## config.mk

```make
export PLATFORM = sky130hd
export DESIGN_NAME = regfile_load_sequencer
export DESIGN_NICKNAME = d
export VERILOG_FILES = /design/src/rtl/regfile_load_sequencer.sv
export SDC_FILE = /design/constraint.sdc
export NUM_CORES = 1
export LEC_CHECK = 0
export ABC_AREA = 1
export BUFFER_PORTS_ARGS = -buffer_cell sky130_fd_sc_hd__clkbuf_2
export CORE_MARGIN = 2
export CORE_UTILIZATION = 50
export DETAILED_ROUTE_END_ITERATION = 7
export PLACE_DENSITY = 0.7
export SLEW_MARGIN = 30
export SYNTH_ARGS = -nofsm -noshare
export SYNTH_HDL_FRONTEND = slang
export SYNTH_SLANG_ARGS = --single-unit
```

## constraint.sdc

```tcl
create_clock -name clock -period 2.2 [get_ports clock]
set_input_delay 0.33 -clock clock [delete_from_list [all_inputs] [get_ports clock]]
set_output_delay 0.33 -clock clock [all_outputs]
set_load 0.1 [all_outputs]
```

## src/rtl/regfile_load_sequencer.sv

```systemverilog
// regfile_load_sequencer: button-driven sequential load of an 8-entry register file, then a dwell-paced readback scan.
// Optional debounce of the store button is enabled with `define REGFILE_LOAD_SEQUENCER_DEBOUNCE_EN.
module regfile_load_sequencer #(
  parameter int DATA_WIDTH      = 8,
  parameter int ADDR_WIDTH      = 3,
  parameter int DWELL_CYCLES    = 50000000,
  parameter int DEBOUNCE_CYCLES = 1000000
) (
  input  logic                  clock,
  input  logic                  reset,
  input  logic                  store,
  input  logic                  clear,
  input  logic [DATA_WIDTH-1:0] din,
  output logic                  write_enable,
  output logic [ADDR_WIDTH-1:0] write_register,
  output logic [DATA_WIDTH-1:0] write_data,
  output logic [ADDR_WIDTH-1:0] read_register,
  output logic                  loading,
  output logic                  load_done
);
  localparam int DW = DWELL_CYCLES > 1 ? $clog2(DWELL_CYCLES) : 1;
  localparam logic [DW-1:0] DWELL_LAST = DW'(DWELL_CYCLES - 1);
  localparam logic [ADDR_WIDTH-1:0] LAST_REG = '1;

  typedef enum logic [1:0] {LOAD, WRITE, SCAN} state_t;

  state_t                  state;
  logic [ADDR_WIDTH-1:0]   wr_ptr;
  logic [DW-1:0]           dwell;
  logic                    store_s;
  logic                    store_q;
  logic                    rise;

`ifdef REGFILE_LOAD_SEQUENCER_DEBOUNCE_EN
  localparam int DBW = $clog2(DEBOUNCE_CYCLES + 1);
  localparam logic [DBW-1:0] DB_LAST = DBW'(DEBOUNCE_CYCLES - 1);
  logic [1:0]     sync;
  logic           db;
  logic [DBW-1:0] db_cnt;
  // synchronize the raw button, then only flip the level after a run of identical samples
  always_ff @(posedge clock or negedge reset) begin
    if (!reset) begin
      sync   <= '0;
      db     <= 1'b0;
      db_cnt <= '0;
    end else begin
      sync <= {sync[0], store};
      if (sync[1] == db) db_cnt <= '0;
      else if (db_cnt == DB_LAST) begin
        db     <= sync[1];
        db_cnt <= '0;
      end else db_cnt <= db_cnt + 1'b1;
    end
  end
  assign store_s = db;
`else
  assign store_s = store;
`endif

  assign rise = store_s & ~store_q;

  // sequencer: load each register on a press, then scan read addresses; clear overrides everything
  always_ff @(posedge clock or negedge reset) begin
    if (!reset) begin
      state          <= LOAD;
      wr_ptr         <= '0;
      dwell          <= '0;
      store_q        <= 1'b0;
      write_enable   <= 1'b0;
      write_register <= '0;
      write_data     <= '0;
      read_register  <= '0;
      loading        <= 1'b1;
      load_done      <= 1'b0;
    end else begin
      store_q <= store_s;
      if (clear) begin
        state         <= LOAD;
        wr_ptr        <= '0;
        dwell         <= '0;
        read_register <= '0;
        write_enable  <= 1'b0;
        load_done     <= 1'b0;
        loading       <= 1'b1;
      end else begin
        case (state)
          LOAD: begin
            read_register <= wr_ptr;
            if (rise) begin
              state          <= WRITE;
              write_register <= wr_ptr;
              write_data     <= din;
              write_enable   <= 1'b1;
            end
          end
          WRITE: begin
            write_enable <= 1'b0;
            if (wr_ptr == LAST_REG) begin
              state         <= SCAN;
              load_done     <= 1'b1;
              loading       <= 1'b0;
              read_register <= '0;
              dwell         <= '0;
            end else begin
              state         <= LOAD;
              wr_ptr        <= wr_ptr + 1'b1;
              read_register <= wr_ptr + 1'b1;
            end
          end
          default: begin
            if (rise) begin
              state         <= LOAD;
              wr_ptr        <= '0;
              dwell         <= '0;
              read_register <= '0;
              load_done     <= 1'b0;
              loading       <= 1'b1;
            end else if (dwell == DWELL_LAST) begin
              dwell         <= '0;
              read_register <= read_register + 1'b1;
            end else dwell <= dwell + 1'b1;
          end
        endcase
      end
    end
  end
endmodule

```

# --- Word level (Yosys, flattened, before mapping) ---
# Cells that the tools add are included.
totals:
  word_cells: 62
  reg_bits: 49
  out_inout_bits: 17
op_classes:
  add_sub_neg: 3
  n_bitwise: 3
  n_mux: 29
  n_eq_ne: 7
  n_reduce_logical: 10
op_table:
  columns: ["operator", "count"]
  rows:
  - ["$mux 26", 4]
  - ["$pmux 26 s2", 1]
  - ["$add 26x1->26 const B", 1]
  - ["$eq 26x26->1 const B", 1]
  - ["$mux 3", 7]
  - ["$pmux 3 s2", 2]
  - ["$ne 3x3->1 const B", 3]
  - ["$reduce_and 3->1", 3]
  - ["$mux 2", 4]
  - ["$mux 1", 7]
  - ["$add 3x1->3 const B", 2]
  - ["$pmux 1 s2", 3]
  - ["$reduce_and 2->1", 3]
  - ["$reduce_bool 3->1", 2]
  - ["$reduce_bool 5->1", 1]
  - ["$pmux 2 s2", 1]
  - ["$eq 3x3->1 const B", 1]
  - ["$eq 2x1->1 const B", 1]
  - ["$logic_not 2->1", 1]
  - ["$ne 2x2->1 const B", 1]
  - ["$not 1->1", 2]
  - ["$and 1x1->1", 1]

# --- Logic depth before layout (Yosys ltp) ---
depth:
  word_depth: 5
  depth_mapped: 11

# --- Least setup slack after synthesis ---
# OpenSTA, ideal clock, no wires.
synth_path:
  path_type: "register to register"
  startpoint: "reg read_register[0]"
  endpoint: "reg read_register[2]"
  arrival_ns: 1.626
  stages_incl_launch_ff: 7
  required_time_ns: 2.080
  path_buffers: 0
  path_slack_ns: 0.454
  setup_time_ns: 0.120
  path_cell_list: "dfrtp_1 ha_1 or2_2 nand3_1 a211oi_1 nand2_1 nand2_1"
synth_via:
  elab_chain_cells: 5
synth_lines:
  columns: ["element", "line_no", "text"]
  rows:
  - ["start: declaration", "17", "output logic [ADDR_WIDTH-1:0] read_register,"]
  - ["start signal: assignment", "88", "read_register <= wr_ptr;"]
  - ["start signal: assignment", "107", "read_register <= wr_ptr + 1'b1;"]
  - ["start signal: assignment", "120", "read_register <= read_register + 1'b1;"]
  - ["$add 3x1->3", "120", null]
  - ["$mux 3", "118", "end else if (dwell == DWELL_LAST) begin"]
  - ["$mux 3", "111", "if (rise) begin"]
  - ["$pmux 3 s2", "86", "case (state)"]
  - ["$mux 3", "77", "if (clear) begin"]
# Every way passes these cells. The select of a mux whose other input is x is not followed.
# A chain may end at the register's enable or synchronous reset.

# --- Worst setup path in the final report ---
layout_path:
  startpoint: "reg wr_ptr[0]"
  endpoint: "reg dwell[16]"
layout_via:
  elab_chain_cells: 3
layout_lines:
  columns: ["element", "line_no", "text"]
  rows:
  - ["start: declaration", "28", "logic [ADDR_WIDTH-1:0] wr_ptr;"]
  - ["start signal: assignment", "106", "wr_ptr <= wr_ptr + 1'b1;"]
  - ["$eq 3x3->1", "98", "if (wr_ptr == LAST_REG) begin"]
  - ["$ne 3x3->1 (no line)", null, null]
  - ["$reduce_and 2->1 (no line)", null, null]
  - ["end signal: assignment", "121", "end else dwell <= dwell + 1'b1;"]
  - ["end: declaration", "29", "logic [DW-1:0] dwell;"]
# Every way passes these cells.

==> flow_summary_export.csv <==
group,metric,value,unit
sta,timing_max_transition_violations_final,0,
placement,place.port_buffers,28,
sta,finalCriticalPeriod,1840,ps
global_route,grt_pass1_wl,9.36,mm
clocking,path_clk_slew,90,ps
clocking,cts_post_setup_buffers_inserted,0,
final_layout,finish.cell_count_without_fillers,464,
setup_path,r2r.worst_path.cells,9,
setup_path,worstReg2RegStart,"wr_ptr[0]$_DFFE_PN0P_",
clocking,max_root_sink_buffers,2,
global_route,grt_util_met1,0.261,
global_route,antenna_found_initial,0,
die,io-pin-count,29,
route,drc,0,
logic_synthesis,syn_inst,359,
logic_synthesis,count_of_flip_flops_with_a_built_in_enable_after_synthesis,0,
logic_synthesis,synth-warning-count,0,
logic_synthesis,post_synth.cell_area_avg,7.30,um^2
final_layout,nets,409,
clocking,clk_latency,300,ps
die,rows,26,
setup_path,worstReg2RegEnd,"dwell[16]$_DFFE_PN0P_",
route,vias,2246,
clocking,htreeDepth,2,
logic_synthesis,synth_cell_types,27,
sta,timing_worst_slew_pin_value,601,ps
die,fp.dieW,76.4,um
die,fp.coreArea,5070,um^2
route,first_pass_detailed_route_iteration_total,4,
global_route,via_count_of_the_first_global_routing_pass,2142,
die,design.die.area,5840,um^2
route,drt-vias-per-instance,4.84,
setup_path,worstSetupPathType,"register to register",
logic_synthesis,synth.ff_latch_count,49,
placement,place_inst,456,
clocking,clock_tree.root_cell,"sky130_fd_sc_hd__clkbuf_8",
setup_path,cp-start-kind,"register",
logic_synthesis,yosys.area.top_type_share,0.458,
route,dr.first_iter.drc_count,134,
sta,timing.slew.headroom,0.600,
sta,clock-skew-final,6.74,ps
placement,detailed_place_hpwl,3.96,mm
final_layout,final_layout_size_suffix_gt1_frac,0.127,
final_layout,layout.cells.most_common_list,"112 x sky130_fd_sc_hd__nand2_1, 56 x sky130_fd_sc_hd__nor2_1, 48 x sky130_fd_sc_hd__dfrtp_1",
die,initial_utilization,0.517,
min_path,hold_crit_path_type,"input port to async pin",
clocking,cts_buffers,5,
clocking,post_cts_hold_buffer_count,0,
sta,final_min_period_over_clock_period,0.835,
global_route,met3_usage,0.0379,
global_route,global_route.overflow_total,0,
sta,grt_setup_unrepaired,"false",
final_layout,diode_count,0,
logic_synthesis,synthesis.area,2620,um^2
setup_path,ff2ff_setup_slack,360,ps
setup_path,crit_path_end,"dwell[16]$_DFFE_PN0P_",
power,worst_ir_drop_vdd,1.23,mV
logic_synthesis,synth-main-ff-cell,"sky130_fd_sc_hd__dfrtp_1",
logic_synthesis,yosysSeqAreaShare,0.468,
final_layout,syn_to_final_growth,12.9,%
sta,timing.final.hold_violations,0,
logic_synthesis,synth.area.top_cells,"sky130_fd_sc_hd__dfrtp_1 46%, sky130_fd_sc_hd__nand2_1 16%, sky130_fd_sc_hd__nor2_1 8.0%, sky130_fd_sc_hd__nand3_1 7.1%, sky130_fd_sc_hd__inv_1 6.6%",
clocking,cts.repair.resized,0,
global_route,gr-max-usage-layer,"met2",
setup_path,timing.critical_path.from,"wr_ptr[0]$_DFFE_PN0P_",
clocking,cts.sinks,49,
job,maxCapViolations,0,
route,wire_per_inst,11.4,um
clocking,tritoncts_clock_tree,"built",
sta,fmaxAchievable,0.545,GHz
route,ant_nets,0,
sta,setup_tns,0,ps
setup_path,timing.critical_path.required,2400,ps
outcome,outcome,"finished clean",
power,power.density_cell_area,1070,nW/um^2
die,die_height,76.4,um
setup_path,worst_ep_arrival_time,2030,ps
setup_path,timing.critical_path.fanout_max,9,
global_route,met2_usage,0.321,
global_route,grt_use_total,0.194,
placement,routabilityCongestion,0.894,
power,p_leak,1.54,nW
route,drt-total-wl,5.29,mm
logic_synthesis,postSynthNetCount,375,
global_route,maximum_number_of_pins_on_one_net_before_global_route_repair,50,
final_layout,most_common_cell_after_layout_fill_and_taps_aside,"sky130_fd_sc_hd__nand2_1",
logic_synthesis,postSynth.asyncResetShare,1.00,
logic_synthesis,synth_area_leader_cell,"sky130_fd_sc_hd__dfrtp_1",
sta,setup-violations-final,0,
setup_path,worstSetupEndpointType,"register",
==> where the power goes <==
group / internal, mW / total (mW) / switching [mW]
sequential: 1.04 / 1.13 / 0.0901
combinational: 0.213 / 1.38 / 1.17
clock: 0.370 / 0.668 / 0.298
total: 1.62 / 3.18 / 1.56
==> sequential cells by signal, indices dropped and copies added, names as in the netlist <==
name	flops
store_q	1
state	2
write_enable	1
write_register	3
loading	1
dwell	26
wr_ptr	3
load_done	1
write_data	8
read_register	3
==> metal layers <==
metal | part of all wire | routed length [um] | up-vias
li1 | - | - | 1187
met1 | 0.51 | 2670 | 1011
met2 | 0.45 | 2370 | 40
met3 | 0.033 | 172 | 8
met4 | 0.013 | 71 | 0
met5 | 0 | 0 | -
==> critical path: stages, from the launching register on <==
cell and delay [ps]:
sky130_fd_sc_hd__dfrtp_1 400, sky130_fd_sc_hd__ha_1 160, sky130_fd_sc_hd__ha_1 180, sky130_fd_sc_hd__nand2_1 70, sky130_fd_sc_hd__nand2_2 160, sky130_fd_sc_hd__nand3_1 260, sky130_fd_sc_hd__nor2_1 250, sky130_fd_sc_hd__nor2_1 50
sky130_fd_sc_hd__o21ai_0 140, sky130_fd_sc_hd__inv_1 60
==> worst min path at each step <==
stage                     start                    to  slack (ps)  depth (start not counted)
final                     reset  dwell[3]$_DFFE_PN0P_         120                          2
after global routing      store     store_q$_DFF_PN0_         130                          1
after floorplan           reset  dwell[0]$_DFFE_PN0P_          30                          0
after CTS                 store     store_q$_DFF_PN0_         130                          1
after global placement    store     store_q$_DFF_PN0_         450                          1
after detailed placement  store     store_q$_DFF_PN0_         460                          1
==> kinds of logic after synthesis <==
family / after synthesis / share of synthesized area
adder cells (fa/ha/maj): 4 / 0.0191
buffers and inverters: 51 / 0.0797
AO/OA/AOI/OAI: 27 / 0.0606
AND/OR/NAND/NOR: 223 / 0.356
flip-flops: 49 / 0.468
XOR/XNOR: 5 / 0.0167
==> cells in the mapped netlist, drive strengths merged (3+ instances only) <==
library cell,count
nor2,60
o21ai,16
a21oi,5
dfrtp,48
ha,4
buf,4
nand3,37
nor3,6
inv,47
nand2,114
nand4,3
xor2,3
==> metrics by stage <==
| stage | power, mW | instance area (um^2) | hold WS [ps] | worst slack [ps] | utilization |
|---|---|---|---|---|---|
| final | 3.18 | 2960 | 125 | 364 | 0.583 |
| after global routing | 3.33 | 2960 | 135 | 181 | 0.583 |
| after CTS | 3.21 | 2960 | 135 | 373 | 0.583 |
| after detailed placement | 2.54 | 2840 | 460 | 392 | 0.559 |
| after global placement | 2.52 | 2840 | 453 | 443 | 0.559 |
| after floorplan | 2.30 | 2620 | 34.4 | 454 | - |
==> layout make-up <==
| class | count | area (um^2) |
|---|---|---|
| Timing Repair Buffer | 31 | 163 |
| Clock buffer | 6 | 82.6 |
| Inverter | 47 | 176 |
| Tap cell | 70 | 87.6 |
| Multi-Input combinational cell | 259 | 1180 |
| Sequential cell | 49 | 1230 |
| Clock inverter | 2 | 37.5 |
| Fill cell | 487 | 2120 |
No activity file was read; power rests on OpenSTA's default activity.
